### config.mk
export PLATFORM = sky130hd
export DESIGN_NAME = cdb_arbiter
export DESIGN_NICKNAME = d
export VERILOG_FILES = /design/src/rtl/cdb_arbiter.sv
export SDC_FILE = /design/constraint.sdc
export NUM_CORES = 1
export LEC_CHECK = 0
export CORE_UTILIZATION = 31
export DETAILED_ROUTE_END_ITERATION = 6
export PLACE_DENSITY = 0.77
export SLEW_MARGIN = 20
export SYNTH_ARGS = -nofsm -noshare
export SYNTH_HDL_FRONTEND = slang
export SYNTH_SLANG_ARGS = --single-unit
### constraint.sdc
create_clock -name clk -period 2.3 [get_ports clk]
set_clock_uncertainty 0.2 [all_clocks]
set_input_delay 0.46 -clock clk [delete_from_list [all_inputs] [get_ports clk]]
set_output_delay 0.46 -clock clk [all_outputs]
set_load 0.03 [all_outputs]
### src/rtl/cdb_arbiter.sv
// Round-robin arbiter driving the common data bus: grants one requesting
// functional unit per cycle and registers its label/result as the broadcast.
module cdb_arbiter #(
    parameter int N_REQ   = 4,
    parameter int DATA_W  = 32,
    parameter int LABEL_W = 4
) (
    input  logic                         clk,
    input  logic                         nRST,
    input  logic [N_REQ-1:0]             require,
    input  logic [N_REQ*LABEL_W-1:0]     labelIn,
    input  logic [N_REQ*DATA_W-1:0]      resultIn,
    input  logic                         stall,
    output logic [N_REQ-1:0]             requireAC,
    output logic                         cdbValid,
    output logic [LABEL_W-1:0]           cdbLabel,
    output logic [DATA_W-1:0]            cdbData,
    output logic [$clog2(N_REQ)-1:0]     grantIdx
);

    localparam int IDX_W = $clog2(N_REQ);

    logic [IDX_W-1:0]   rr_ptr_q, rr_ptr_d;
    logic [IDX_W-1:0]   grant_idx_q, grant_idx_d;
    logic               cdb_valid_q, cdb_valid_d;
    logic [LABEL_W-1:0] cdb_label_q, cdb_label_d;
    logic [DATA_W-1:0]  cdb_data_q, cdb_data_d;

    logic [IDX_W-1:0]   sel_idx;
    logic               sel_found;
    logic               grant;
    logic [IDX_W:0]     cand;
    logic [LABEL_W-1:0] sel_label;
    logic [DATA_W-1:0]  sel_data;

    // Scan from rr_ptr upward, wrapping modulo N_REQ, for the first requester.
    always_comb begin
        sel_found = 1'b0;
        sel_idx   = '0;
        cand      = '0;
        for (int i = 0; i < N_REQ; i++) begin
            cand = {1'b0, rr_ptr_q} + (IDX_W+1)'(i);
            if (cand >= (IDX_W+1)'(N_REQ))
                cand = cand - (IDX_W+1)'(N_REQ);
            if (!sel_found && require[cand[IDX_W-1:0]]) begin
                sel_found = 1'b1;
                sel_idx   = cand[IDX_W-1:0];
            end
        end
    end

    assign grant = nRST && !stall && sel_found;

    always_comb begin
        requireAC = '0;
        sel_label = '0;
        sel_data  = '0;
        for (int k = 0; k < N_REQ; k++) begin
            if (IDX_W'(k) == sel_idx) begin
                sel_label = labelIn[k*LABEL_W +: LABEL_W];
                sel_data  = resultIn[k*DATA_W +: DATA_W];
                if (grant)
                    requireAC[k] = 1'b1;
            end
        end
    end

    // Next broadcast: captured in the acknowledge cycle, presented the cycle after.
    always_comb begin
        rr_ptr_d    = rr_ptr_q;
        grant_idx_d = grant_idx_q;
        cdb_valid_d = 1'b0;
        cdb_label_d = '0;
        cdb_data_d  = '0;
        if (grant) begin
            cdb_valid_d = 1'b1;
            cdb_label_d = sel_label;
            cdb_data_d  = sel_data;
            grant_idx_d = sel_idx;
            rr_ptr_d    = (sel_idx == IDX_W'(N_REQ-1)) ? '0 : sel_idx + IDX_W'(1);
        end
    end

    always_ff @(posedge clk) begin
        if (!nRST) begin
            rr_ptr_q    <= '0;
            grant_idx_q <= '0;
            cdb_valid_q <= 1'b0;
            cdb_label_q <= '0;
            cdb_data_q  <= '0;
        end else begin
            rr_ptr_q    <= rr_ptr_d;
            grant_idx_q <= grant_idx_d;
            cdb_valid_q <= cdb_valid_d;
            cdb_label_q <= cdb_label_d;
            cdb_data_q  <= cdb_data_d;
        end
    end

    assign cdbValid = cdb_valid_q;
    assign cdbLabel = cdb_label_q;
    assign cdbData  = cdb_data_q;
    assign grantIdx = grant_idx_q;

endmodule

==> After elaboration in Yosys (flattened, before gate mapping) <==
Index checks and enable logic that the tools add are counted.
W data, S select, Z words.
{ "totals": {"reg_bits": 41, "in_bits": 151, "output_inout_bits": 43, "word_cells": 70} }
{ "op_classes": {"n_addsub": 8, "order_cmp": 8, "eq_ne": 4, "muxes": 34, "n_reduce_logical": 11} }
{ "op_table": {"columns": ["operator", "n"], "rows": [
  ["$mux W32", 4],
  ["$mux W2", 9],
  ["$mux W4", 4],
  ["$mux W1", 13],
  ["$lt A2 B3 Y1 const B", 4],
  ["$ge A3 B3 Y1 const B", 3],
  ["$bmux W1 S2", 4],
  ["$sub A2 B1 Y2 const B", 4],
  ["$add A2 B2 Y3 const B", 2],
  ["$logic_and A1 B1 Y1", 5],
  ["$eq A2 B2 Y1 const A", 2],
  ["$logic_not A1 Y1", 4],
  ["$add A2 B1 Y3 const B", 1],
  ["$ge A2 B3 Y1 const B", 1],
  ["$add A2 B1 Y2 const B", 1],
  ["$eq A1 B2 Y1 const A", 1],
  ["$eq A2 B2 Y1 const B", 1],
  ["$logic_not A2 Y1", 1],
  ["$reduce_and A2 Y1", 1]
]} }

==> Depth between registers and ports, before layout <==
{ "depth": {"depth_word": 19, "depth_mapped": 11, "ltp_nobuf": 9} }

==> Worst setup path before layout <==
Ideal clock, no wire load.
{ "synth_path": {"kind": "in2out", "from": "input port require[0]", "to": "output port requireAC[2]", "arrival_ns": 1.986, "slack_ns": -0.346, "stages": 7, "path_buffers": 2, "path_cell_list": "inv_1 -> o221a_2 -> o22ai_1 -> ha_1 -> buf_2 -> clkbuf_1 -> and2_1"} }
{ "synth_between": {"elab_chain_len": 15, "word_cells_on_any_way": 26, "classes_between": "1 x eq/ne; 18 x mux; 7 x reduce/logical"} }
{ "synth_lines": {"columns": ["element", "line_no", "text"], "rows": [
  ["from (decl)", "10", "input logic [N_REQ-1:0] require,"],
  ["$bmux W1 S2", "45", "if (!sel_found && require[cand[IDX_W-1:0]]) begin"],
  ["$mux W1 (implied by the code)", "45", null],
  ["$mux W1", "45", null],
  ["$logic_not A1 Y1", "45", null],
  ["$logic_and A1 B1 Y1", "45", null],
  ["$mux W1", "45", null],
  ["$logic_not A1 Y1", "45", null],
  ["$logic_and A1 B1 Y1", "45", null],
  ["$mux W1", "45", null],
  ["$logic_not A1 Y1", "45", null],
  ["$logic_and A1 B1 Y1", "45", null],
  ["$mux W1", "45", null],
  ["$logic_and A1 B1 Y1", "52", "assign grant = nRST && !stall && sel_found;"],
  ["$mux W1", "62", "if (grant)"],
  ["$mux W1 (*)", "59", "if (IDX_W'(k) == sel_idx) begin"],
  ["to (decl)", "14", "output logic [N_REQ-1:0] requireAC,"]
]} }
Mark *: on every way between the ends. The rest lies on a longest branch, timed or not. The select of a mux whose other input is x is not followed.

==> Worst setup path after layout <==
{ "layout_path": {"from": "register rr_ptr_q[0]", "to": "output port requireAC[2]"} }
{ "layout_between": {"word_cells_on_any_way": 41, "classes_between": "7 x add/sub; 4 x order compare; 1 x eq/ne; 22 x mux; 7 x reduce/logical"} }
{ "layout_rtl": {"columns": ["element", "line_no", "text"], "rows": [
  ["from (decl)", "23", "logic [IDX_W-1:0] rr_ptr_q, rr_ptr_d;"],
  ["from (signal assigned)", "92", "rr_ptr_q <= rr_ptr_d;"],
  ["parallel branches: the longest is 13 deep, another holds $add A2 B1 Y3", null, null],
  ["$mux W2 (*)", "45", null],
  ["via sel_idx[1]", "29", "logic [IDX_W-1:0] sel_idx;"],
  ["$eq A2 B2 Y1 (*)", "59", null],
  ["$mux W1 (*)", "59", null]
]} }
Mark *: on every way through the listed nets, which the timed path passes. The select of a mux whose other input is x is not followed.

==> flow_metrics.env <==
export IMPL_fin_ws_ps=-39.75
export IMPL_end_kind="primary output"
export IMPL_r2r_cells=10
export IMPL_criticalPathCategory="reg -> out"
export IMPL_worstSetupStartpoint="rr_ptr_q[0]"
export IMPL_p_total_uw=3038
export IMPL_dp_hpwl_um=7004
export IMPL_synth_edff_count=0
export IMPL_routabilityCongestion=0.7948
export IMPL_clk_latency_ps=280
export IMPL_clock_sinks=41
export IMPL_drt_first_pass_iters=5
export IMPL_worst_pin_slew_ps=361.9
export IMPL_finish_utilization=0.6297
export IMPL_cap_violations=0
export IMPL_cp_endpoint="requireAC[2]"
export IMPL_finalCriticalPeriod_ps=2340
export IMPL_synth_distinct_cells=31
export IMPL_placed_cell_area_um2=4778
export IMPL_cts_tree="yes"
export IMPL_yosysWarnings=0
export IMPL_port_buffers=193
export IMPL_fin_cells=598
export IMPL_path_max_fanout=4
export IMPL_synth_top_area_frac=0.3100
export IMPL_ys_seq_elements=41
export IMPL_clkSlewWorstSetupHoldPaths_ps=70
export IMPL_drt_total_wl_um=10210
export IMPL_num_antenna_cells=0
export IMPL_nets=648
export IMPL_outcome="complete, but fails checks"
export IMPL_worstHoldPathType="reg -> reg"
export IMPL_initial_core_util=0.3206
export IMPL_synthTopCellsByArea="dfxtp_1 31%, a221oi_2 17%, a211o_1 12%"
export IMPL_cts_path_max_buffers=2
export IMPL_synthArstFlopShare=0
export IMPL_ir_worst_vdd_uv=282.6
export IMPL_avgSynthCellArea_um2=9.225
export IMPL_ys_seq_area_frac=0.3100
export IMPL_pin_count=194
export IMPL_synth_area_um2=2648
export IMPL_postRouteAntennaNets=0
export IMPL_synth_nets=442
export IMPL_synth_largest_area_cell="dfxtp_1"
export IMPL_p_per_area_nw_per_um2=584.3
export IMPL_reg2reg_to="cdbData[18]"
export IMPL_relSlewSlack=0.7587
export IMPL_grt_max_degree=47
export IMPL_rsz0062_at_grt="yes"
export IMPL_hold_viol_final=0
export IMPL_cts_root_buf="clkbuf_8"
export IMPL_coreArea_um2=8258
export IMPL_violations="setup timing"
export IMPL_synthTopCellsByCount="41 x dfxtp_1, 41 x inv_1, 39 x nand2_1, 35 x a211o_1"
export IMPL_rr_startpoint="rr_ptr_q[1]"
export IMPL_vias_per_cell=5.020
export IMPL_drt_iter0_drc=59
export IMPL_vias=3002
export IMPL_grt_usage=0.2072
export IMPL_grt_pass1_wl_um=14320
export IMPL_die_h_um=94.42
export IMPL_synth_flop_cell="dfxtp_1"
export IMPL_cp_start_kind="flop"
export IMPL_avgRoutedWirePerCell_um=17.08
export IMPL_max_freq_mhz=427.4
export IMPL_grt_pass1_vias=3018
export IMPL_syn_inst=287
export IMPL_grt_overflow=0
export IMPL_cpPeakStageDelay_ps=360
export IMPL_cp_data_required_time_ps=1640
export IMPL_rrSetupSlack_ps=70
export IMPL_final_cell_area_um2=5200
export IMPL_tns_ps=-69.59
export IMPL_dpl_cell_count=578
export IMPL_drv_slew=0
export IMPL_cp_slowest_cell="dfxtp_4"
export IMPL_fill_cells=676
export IMPL_die_x_um=94.42
export IMPL_seqCellArea_um2=828.3
export IMPL_drc_errors=0
export IMPL_multi_input_area_um2=1608
export IMPL_die_area_um2=8914
export IMPL_hold_buffers=0
export IMPL_rows=33
export IMPL_setup_violations=2
export IMPL_crit_arrival_ps=1680
export IMPL_cp_cell_sequence="nor2b_4 > nor2_2 > o22ai_4 > inv_2 > ha_4 > and2_4 > buf_6"
export IMPL_cts_buffers=5
export IMPL_fin_crit_sh=1.017
export IMPL_p_leak_uw=0.002080
export IMPL_htree_levels=2
export IMPL_grt_antenna_before_repair=0
export IMPL_drive_gt1_frac=0.2698
export IMPL_syn_to_final_growth_pct=96.41
[area by class of cell]
type,instances,share of cell area
repair buffers,228,0.4596
multi-input cells,176,0.3092
flip-flops and latches,41,0.1593
inverters,41,0.03008
well taps,105,0.02526
clock buffers,7,0.01660
[logic make-up after synthesis]
logic type	Yosys count	synth area share
fa+ha+maj	4	0.01890
buf+inv	70	0.1404
compound gates	118	0.4423
simple gates	54	0.08838
flops	41	0.3100
[placed cells by master (no fill, tap or decap), types with 6 or more instances in the layout]
cell / n
a211o_1: 35
a21oi_1: 7
a21oi_2: 31
a221oi_2: 29
buf_12: 6
buf_4: 18
buf_6: 9
clkbuf_8: 6
clkdlybuf4s50_1: 184
dfxtp_1: 39
inv_1: 37
nand2_1: 39
[layer usage]
| layer | vias to the layer above | wire [um] | GRT usage |
|---|---|---|---|
| li1 | 1441 | - | - |
| met1 | 1417 | 3755 | 0.2072 |
| met2 | 134 | 5504 | 0.4143 |
| met3 | 10 | 856 | 0.05797 |
| met4 | 0 | 96 | 0.05000 |
| met5 | - | 0 | 0 |
[worst max-delay path: cells and delay by family, from the launching register on]
family / cells / cell delay, ps
buf+inv: 2 / 240
simple gates: 3 / 360
fa+ha+maj: 1 / 180
flops: 1 / 360
compound gates: 1 / 250
[state kept, by name (all words and copies together) (netlist names)]
register  count
cdbData      32
cdbLabel      4
rr_ptr_q      2
cdbValid      1
grantIdx      2
[per-stage QoR]
stage                     hold slack [ps]  worst slack (ps)
after floorplan                     257.8            -10.27
after global placement              271.3            -589.5
after detailed placement            268.3            -722.7
after CTS                           283.5             1.218
after global routing                302.0            -93.62
final                               281.7            -39.75
[worst min-delay path by stage]
stage / from / to / cells after the start
6_report: grantIdx[0] / grantIdx[0] / 2
5_1_grt: grantIdx[1] / grantIdx[1] / 2
4_1_cts: grantIdx[1] / grantIdx[1] / 2
3_5_place_dp: grantIdx[1] / grantIdx[1] / 2
3_3_place_gp: grantIdx[0] / grantIdx[0] / 2
2_1_floorplan: rr_ptr_q[0] / rr_ptr_q[0] / 2
[timing repair]
item | CTS | global route
cloned | 0 | 6
setup buffers | 6 | 4
gates resized for setup | 44 | 9
setup endpoints to repair | 40 | 40
pin swaps | 5 | 24
[where the power goes]
group          internal (uW)  switching [uW]  leakage [uW]
registers                783            27.0      0.000337
logic                    947             802       0.00170
clock network            239             241     0.0000443
(Power assumes the default switching activity.)
